## src/rtl/pipe_ctrl_if.sv

```systemverilog
// Handshake bundle between the pipeline stages and the stall/flush controller.
// Stages raise stall requests and report committed exceptions; the controller
// answers with per-register hold enables, a one-cycle flush and the redirect PC.
// These are level signals sampled every rising clock edge: a request counts in a
// cycle exactly when it is high at that edge, and there is no valid/ready pairing.
interface pipe_ctrl_if;
  logic        if_stallreq;
  logic        id_stallreq;
  logic        ex_stallreq;
  logic        mem_stallreq;
  logic        exc_valid;
  logic [31:0] exc_pc;
  logic [4:0]  stall;
  logic        flush;
  logic [31:0] new_pc;
  logic        stall_timeout;

  // Pipeline side: drives requests, receives controls.
  modport master (
    output if_stallreq, id_stallreq, ex_stallreq, mem_stallreq, exc_valid, exc_pc,
    input  stall, flush, new_pc, stall_timeout
  );

  // Controller side.
  modport slave (
    input  if_stallreq, id_stallreq, ex_stallreq, mem_stallreq, exc_valid, exc_pc,
    output stall, flush, new_pc, stall_timeout
  );
endinterface

```

## src/rtl/pipe_ctrl.sv

```systemverilog
// Central stall/flush controller for the five-stage pipeline.
// The highest requesting stage decides how far back the pipe holds. An exception
// waits for both buses to go idle, then produces a single flush cycle carrying
// the first exception's redirect PC. A sticky watchdog flags a PC that stays
// held for STALL_TIMEOUT consecutive cycles.
module pipe_ctrl #(
  parameter int unsigned STALL_TIMEOUT = 255,  // 1 .. 2**CNT_W-1
  parameter int unsigned CNT_W         = 8
) (
  input  logic       clk,
  input  logic       rst,          // asynchronous, active-low
  pipe_ctrl_if.slave bus,
  output logic [1:0] o_dbg_state   // current FSM state for observation
);

  typedef enum logic [1:0] {
    S_RUN        = 2'd0,
    S_FLUSH_WAIT = 2'd1,
    S_FLUSH      = 2'd2
  } state_t;

  localparam logic [CNT_W-1:0] TIMEOUT_VAL = CNT_W'(STALL_TIMEOUT);

  state_t           r_state;
  logic [31:0]      r_pc;
  logic [CNT_W-1:0] r_cnt;
  logic             r_timeout;

  logic [4:0]       w_stall;
  logic             w_flush;
  logic             w_buses_idle;
  logic [CNT_W-1:0] w_cnt_next;

  // Flush may only proceed once neither bus has a transaction outstanding.
  assign w_buses_idle = !bus.if_stallreq && !bus.mem_stallreq;

  // Stall enables: priority decode in RUN, full hold while waiting, none in FLUSH.
  // Held low during reset so no stage freezes while the controller is cleared.
  always_comb begin
    w_stall = 5'b00000;
    if (rst) begin
      case (r_state)
        S_RUN: begin
          if (bus.mem_stallreq)     w_stall = 5'b11111;
          else if (bus.ex_stallreq) w_stall = 5'b01111;
          else if (bus.id_stallreq) w_stall = 5'b00111;
          else if (bus.if_stallreq) w_stall = 5'b00011;
          else                      w_stall = 5'b00000;
        end
        S_FLUSH_WAIT: w_stall = 5'b11111;
        default:      w_stall = 5'b00000;
      endcase
    end
  end

  assign w_flush = rst && (r_state == S_FLUSH);

  // Watchdog next value: count held-PC cycles, saturate, clear when the PC moves.
  always_comb begin
    w_cnt_next = r_cnt;
    if ((r_state == S_FLUSH) || !w_stall[0]) begin
      w_cnt_next = '0;
    end else if (r_cnt != TIMEOUT_VAL) begin
      w_cnt_next = r_cnt + 1'b1;
    end
  end

  // Exception sequencing FSM; the first exception's PC is kept until its flush.
  always_ff @(posedge clk or negedge rst) begin
    if (!rst) begin
      r_state <= S_RUN;
      r_pc    <= 32'h0;
    end else begin
      case (r_state)
        S_RUN: begin
          if (bus.exc_valid) begin
            r_pc    <= bus.exc_pc;
            r_state <= w_buses_idle ? S_FLUSH : S_FLUSH_WAIT;
          end
        end
        S_FLUSH_WAIT: begin
          if (w_buses_idle) r_state <= S_FLUSH;
        end
        S_FLUSH: r_state <= S_RUN;
        default: r_state <= S_RUN;
      endcase
    end
  end

  // Watchdog counter and its sticky flag; only reset clears the flag.
  always_ff @(posedge clk or negedge rst) begin
    if (!rst) begin
      r_cnt     <= '0;
      r_timeout <= 1'b0;
    end else begin
      r_cnt <= w_cnt_next;
      if (w_cnt_next == TIMEOUT_VAL) r_timeout <= 1'b1;
    end
  end

  assign bus.stall         = w_stall;
  assign bus.flush         = w_flush;
  assign bus.new_pc        = w_flush ? r_pc : 32'h0;
  assign bus.stall_timeout = r_timeout;
  assign o_dbg_state       = r_state;

endmodule

```

## src/flat_wrapper.sv

```systemverilog
// flat-port wrapper written by rule: the top's interface ports become plain ports
module pipe_ctrl_flat 
#(
  parameter int unsigned STALL_TIMEOUT = 255,                    
  parameter int unsigned CNT_W         = 8
)
  (clk, rst, o_dbg_state, bus_if_stallreq, bus_id_stallreq, bus_ex_stallreq, bus_mem_stallreq, bus_exc_valid, bus_exc_pc, bus_stall, bus_flush, bus_new_pc, bus_stall_timeout);
  pipe_ctrl_if bus_i ();
  input  logic clk;
  input  logic rst;
  output logic [1:0] o_dbg_state;
  input wire logic [$bits(bus_i.if_stallreq)-1:0] bus_if_stallreq;
  input wire logic [$bits(bus_i.id_stallreq)-1:0] bus_id_stallreq;
  input wire logic [$bits(bus_i.ex_stallreq)-1:0] bus_ex_stallreq;
  input wire logic [$bits(bus_i.mem_stallreq)-1:0] bus_mem_stallreq;
  input wire logic [$bits(bus_i.exc_valid)-1:0] bus_exc_valid;
  input wire logic [$bits(bus_i.exc_pc)-1:0] bus_exc_pc;
  output wire logic [$bits(bus_i.stall)-1:0] bus_stall;
  output wire logic [$bits(bus_i.flush)-1:0] bus_flush;
  output wire logic [$bits(bus_i.new_pc)-1:0] bus_new_pc;
  output wire logic [$bits(bus_i.stall_timeout)-1:0] bus_stall_timeout;
  assign bus_i.if_stallreq = bus_if_stallreq;
  assign bus_i.id_stallreq = bus_id_stallreq;
  assign bus_i.ex_stallreq = bus_ex_stallreq;
  assign bus_i.mem_stallreq = bus_mem_stallreq;
  assign bus_i.exc_valid = bus_exc_valid;
  assign bus_i.exc_pc = bus_exc_pc;
  assign bus_stall = bus_i.stall;
  assign bus_flush = bus_i.flush;
  assign bus_new_pc = bus_i.new_pc;
  assign bus_stall_timeout = bus_i.stall_timeout;
  pipe_ctrl #(.STALL_TIMEOUT(STALL_TIMEOUT), .CNT_W(CNT_W)) u_core (.clk(clk), .rst(rst), .bus(bus_i), .o_dbg_state(o_dbg_state));
endmodule
```

## config.mk

```make
export PLATFORM = sky130hd
export DESIGN_NAME = pipe_ctrl_flat
export DESIGN_NICKNAME = d
export VERILOG_FILES = /design/src/rtl/pipe_ctrl_if.sv /design/src/rtl/pipe_ctrl.sv /design/src/flat_wrapper.sv
export SDC_FILE = /design/constraint.sdc
export NUM_CORES = 1
export LEC_CHECK = 0
export ABC_AREA = 0
export BUFFER_PORTS_ARGS = -buffer_cell sky130_fd_sc_hd__buf_2
export CORE_UTILIZATION = 35
export DETAILED_ROUTE_END_ITERATION = 8
export PLACE_DENSITY = 0.62
export SYNTH_ARGS = -nofsm -noshare
export SYNTH_HDL_FRONTEND = slang
export SYNTH_SLANG_ARGS = --single-unit
export TNS_END_PERCENT = 1
```

## constraint.sdc

```tcl
create_clock -name clk -period 2.1 [get_ports clk]
set_input_delay 0.315 -clock clk [delete_from_list [all_inputs] [get_ports clk]]
set_output_delay 0.315 -clock clk [all_outputs]
set_load 0.02 [all_outputs]
```

-- Word-level counts from Yosys, hierarchy flattened
Cells that the tools add are included.
- memories: 0
- bits in latches: 0
- register bits after elaboration: 43
- input port bits: 39
- RAM bits: 0
- output and inout port bits: 41
- memory bits (read-only): 0
- logic and storage cells: 33
- bitwise gates (word level): 0
- mux-type cells: 13
- magnitude comparators: 0
- $add $sub $neg: 1
- equal/unequal tests: 6
- shift operators: 0
- reduce and logical (&&, ||, !) cells: 9
- $mul: 0
- divide/modulo/power cells: 0
- operator list (kind ; number):
    $mux 32 ; 1
    $mux 5 ; 4
    $mux 8 ; 2
    $pmux 5 s2 ; 1
    $add 8x1->8 const B ; 1
    $eq 8x8->1 const B ; 1
    $mux 2 ; 4
    $ne 8x8->1 const B ; 1
    $pmux 2 s2 ; 1
    $reduce_and 2->1 ; 2
    $logic_not 1->1 ; 3
    $eq 2x1->1 const B ; 1
    $eq 2x2->1 const B ; 1
    $logic_and 1x1->1 ; 2
    $logic_not 2->1 ; 1
    $ne 2x1->1 const B ; 1
    $ne 2x2->1 const B ; 1
    $logic_or 1x1->1 ; 1

-- Depth between registers and ports, before layout
- depth after elaboration: 10
- mapped depth: 6

-- Least setup slack after synthesis
Ideal clock, no wire load.
- path kind: register -> output
- from: register u_core.r_state[0] (netlist: u_core.o_dbg_state[0])
- to: output port bus_new_pc[22]
- buffers on the path: 1
- stages on the path, launching flop included: 4
- slack: 0.326 ns
- data arrival time: 1.459 ns
- data required time: 1.785 ns
- cells stage by stage: dfrtp_1 and3b_1 clkbuf_1 and2_1
- word-level cells in the longest chain between the ends: 3
- ends and longest elaborated chain (element ; RTL line ; source):
    start, declared ; pipe_ctrl.sv:24 ; state_t r_state;
    start signal, assigned ; pipe_ctrl.sv:78 ; r_state <= w_buses_idle ? S_FLUSH : S_FLUSH_WAIT;
    $eq 2x2->1 ; pipe_ctrl.sv:56 ; assign w_flush = rst && (r_state == S_FLUSH);
    $logic_and 1x1->1 ; pipe_ctrl.sv:56 ;
    via bus_flush ; flat_wrapper.sv:19 ; output wire logic [$bits(bus_i.flush)-1:0] bus_flush;
    $mux 32 ; pipe_ctrl.sv:103 ; assign bus.new_pc = w_flush ? r_pc : 32'h0;
    end, declared ; flat_wrapper.sv:20 ; output wire logic [$bits(bus_i.new_pc)-1:0] bus_new_pc;
The timed path passes the listed nets, and every way through them passes these cells.

-- Final worst setup path
- from: register u_core.r_state[0] (netlist: u_core.o_dbg_state[0])
- to: output port bus_new_pc[17]
- word-level cells in the longest chain between the ends: 3
- ends and longest elaborated chain (element ; RTL line):
    $eq 2x2->1 ; pipe_ctrl.sv:56
    $logic_and 1x1->1 ; pipe_ctrl.sv:56
    $mux 32 ; pipe_ctrl.sv:103
Every way passes these cells.

==> run summary <==
Die W: 78.83 µm
# port buffers: 79
Overall routing resource usage: 0.1505
Vias in the first global route: 1482
Pre-antenna DRT Iters: 4
Worst-path fanout max: 32
Tcrit/Tclk final: 0.9126
Setup Buffers After CTS: 0
Maximum resistive drop on vdd: 344.2 µV
F_max: 521.8 MHz
Setup Skew: 0.002792 ns
Total CTS buffers: 5
Non-Filler Instances: 331
Post-synthesis async set-or-reset flop share: 1.000
Detailed Place HPWL: 3.306 mm
Number of setup violations in the final report: 0
Seq. cell area: 0.001076 mm²
Reg2Reg Setup Slack: 0.40 ns
Crit-path leading delay family: simple AND/OR/NAND/NOR gates
Highest-delay cell along the critical path: dfrtp_1
First-pass GRT wire length: 7.176 mm
Run status: completed
Via count: 1564
Clk root buf: clkbuf_8
LEAKAGE: 1.341 nW
# diodes: 0
CTS sink cnt: 43
Grt ovf: 0
Wirelength per Cell: 13.26 µm
CP Class: reg -> out
Pin count of the biggest net entering global routing: 33
Layout cells sized above 1: 0.4865
Power, Total: 2.038 mW
Power Density: 759.1 mW/mm²
Critical R2R Launch: u_core.r_cnt[0]
CP required: 1.78 ns
Worst-path clk slew: 0.08 ns
CTS H-tree depth: 2
Most frequent cells in the layout: buf_2 (79), dfrtp_1 (43), and2_1 (32), mux2_2 (32)
Commonest non-fill, non-tap cell in the layout: buf_2
Drt total wl: 4.390 mm
DP Cell Count: 324
DR vias/cell: 4.725
Worst Hold Class: in -> async
Gpl congestion: 0.9059
Max incr delay on CP: 0.48 ns
CP Capture Type: primary output
R2R Path End: u_core.bus.stall_timeout
DRC errors left: 0
CTS tree: yes
Row Count: 27
Layout area overhead: 29.98%
RSZ-0062 raised after global routing: false
Worst R2R Path Depth: 5
Final Hold Fails: 0
Core area: 0.005608 mm²
Synth cell types: 38
Post_cts resized: 0
Syn_nets: 216
Slew Limit Fails: 0
Final #Nets: 299
Clk_lat worst skew: 0.29 ns
Number of synthesized flops with an enable pin: 0
Die Area: 0.006213 mm²
Worst rel slew slack: 0.7635
IO Pins: 80
Cts hold-fix bufs: 0
Top_reg_cell synth: dfrtp_1
Initial antenna violation count: 0
Max Cap Viol: 0
Synthesized cell area: 0.002066 mm²
Critical Path AT: 1.60 ns
Min cycle time layout: 1.916 ns
Clock Path Buffers: 2
Setup TNS: 0 ns
Synthesis Warnings: 0
Bufs and invs on worst path: 2
Slew @ Worst Pin: 0.3540 ns
Fillcell total: 568
Worst Setup Start Kind: flop
Multi-input gate area in the final layout: 954.7 µm²
Seq/Total Area, Yosys: 0.5209
Critical-path cell list: and3b_1 -> buf_12 -> and2_1 -> buf_2
DR iter-0 viols: 73
Initial Utilization: 0.3684
Synth Instances: 176
Routed Antenna Nets: 0
Post-synthesis register bit count: 43
Critical path origin: u_core.o_dbg_state[0]
Die H: 78.83 µm
Avg Inst Size Synth: 11.74 µm²
## cells by family after synthesis
group                      Yosys count  share of synthesized area
adders and majority gates            1                   0.006056
muxes                               33                     0.1793
and+or+nand+nor                     67                     0.1944
xor gates and xnor gates             3                    0.01272
buffers and inverters                9                    0.01998
AOI/OAI and AO/OA                   20                    0.06664
DFF                                 43                     0.5209
## worst max path at each step
stage | to | slack [ns] | depth (start not counted)
floorplan | bus_new_pc[22] | 0.33 | 3
global placement | u_core.bus.stall_timeout | 0.42 | 5
detailed placement | bus_stall[0] | 0.45 | 5
CTS | bus_new_pc[17] | 0.15 | 4
global route | bus_new_pc[10] | 0.08 | 4
finish | bus_new_pc[17] | 0.18 | 4
## cell type report
type	instances	share of cell area
Clock buffer	6	0.02703
Clock inverter	1	0.01118
Inverter	1	0.001398
Multi-Input combinational cell	124	0.3555
Sequential cell	43	0.4007
Tap cell	72	0.03355
Timing Repair Buffer	84	0.1705
## per-layer routing
metal  vias to the layer above  track usage  part of all wire  wire, µm
met5                         -            0                 0         0
met4                         0      0.06182             0.020        87
met3                         8      0.03218             0.057       249
met2                        58       0.2470              0.48      2103
met1                       720       0.1926              0.44      1949
li1                        778            -                 -         -
## power by group
part	internal (mW)	switching, mW	total (mW)
logic	0.206	0.161	0.367
clock network	0.349	0.267	0.616
registers	0.982	0.0736	1.06
## registers in the layout, indices dropped and copies added (netlist names)
register and cells:
u_core.r_cnt 8, u_core.bus.stall_timeout 1, u_core.o_dbg_state 2, u_core.r_pc 32
## cells in the mapped netlist (2+ instances only)
cell,n,share of area
nand3b_1,2,0.0073
dfrtp_1,43,0.52
clkbuf_1,4,0.0073
nand2_1,6,0.011
xnor2_1,2,0.0085
nand2b_1,2,0.0061
and2_1,32,0.097
nor2_1,7,0.013
nand3_1,3,0.0073
a21oi_1,7,0.017
buf_2,3,0.0073
mux2_2,32,0.17
o21ai_0,3,0.0073
and3_1,4,0.012
nor3_1,3,0.0073
## worst reg2reg max path: cells and delay by family, from the launching register on
| kind | cells | cell delay, ns |
|---|---|---|
| adder cells (fa/ha/maj) | 1 | 0.36 |
| AND/OR/NAND/NOR | 1 | 0.25 |
| AO/OA/AOI/OAI | 3 | 0.52 |
| flip-flops | 1 | 0.46 |
## per-stage QoR
| stage | cell area [µm²] | setup WS, ns | hold slack [ns] | utilization |
|---|---|---|---|---|
| floorplan | 2066 | 0.3262 | 0.01941 | - |
| global placement | 2582 | 0.4243 | 0.3387 | 0.4605 |
| detailed placement | 2582 | 0.4481 | 0.3394 | 0.4605 |
| CTS | 2685 | 0.1457 | 0.01805 | 0.4788 |
| global route | 2685 | 0.07729 | 0.03381 | 0.4788 |
| finish | 2685 | 0.1835 | 0.02035 | 0.4788 |
Power figures use the tool's default switching activity.
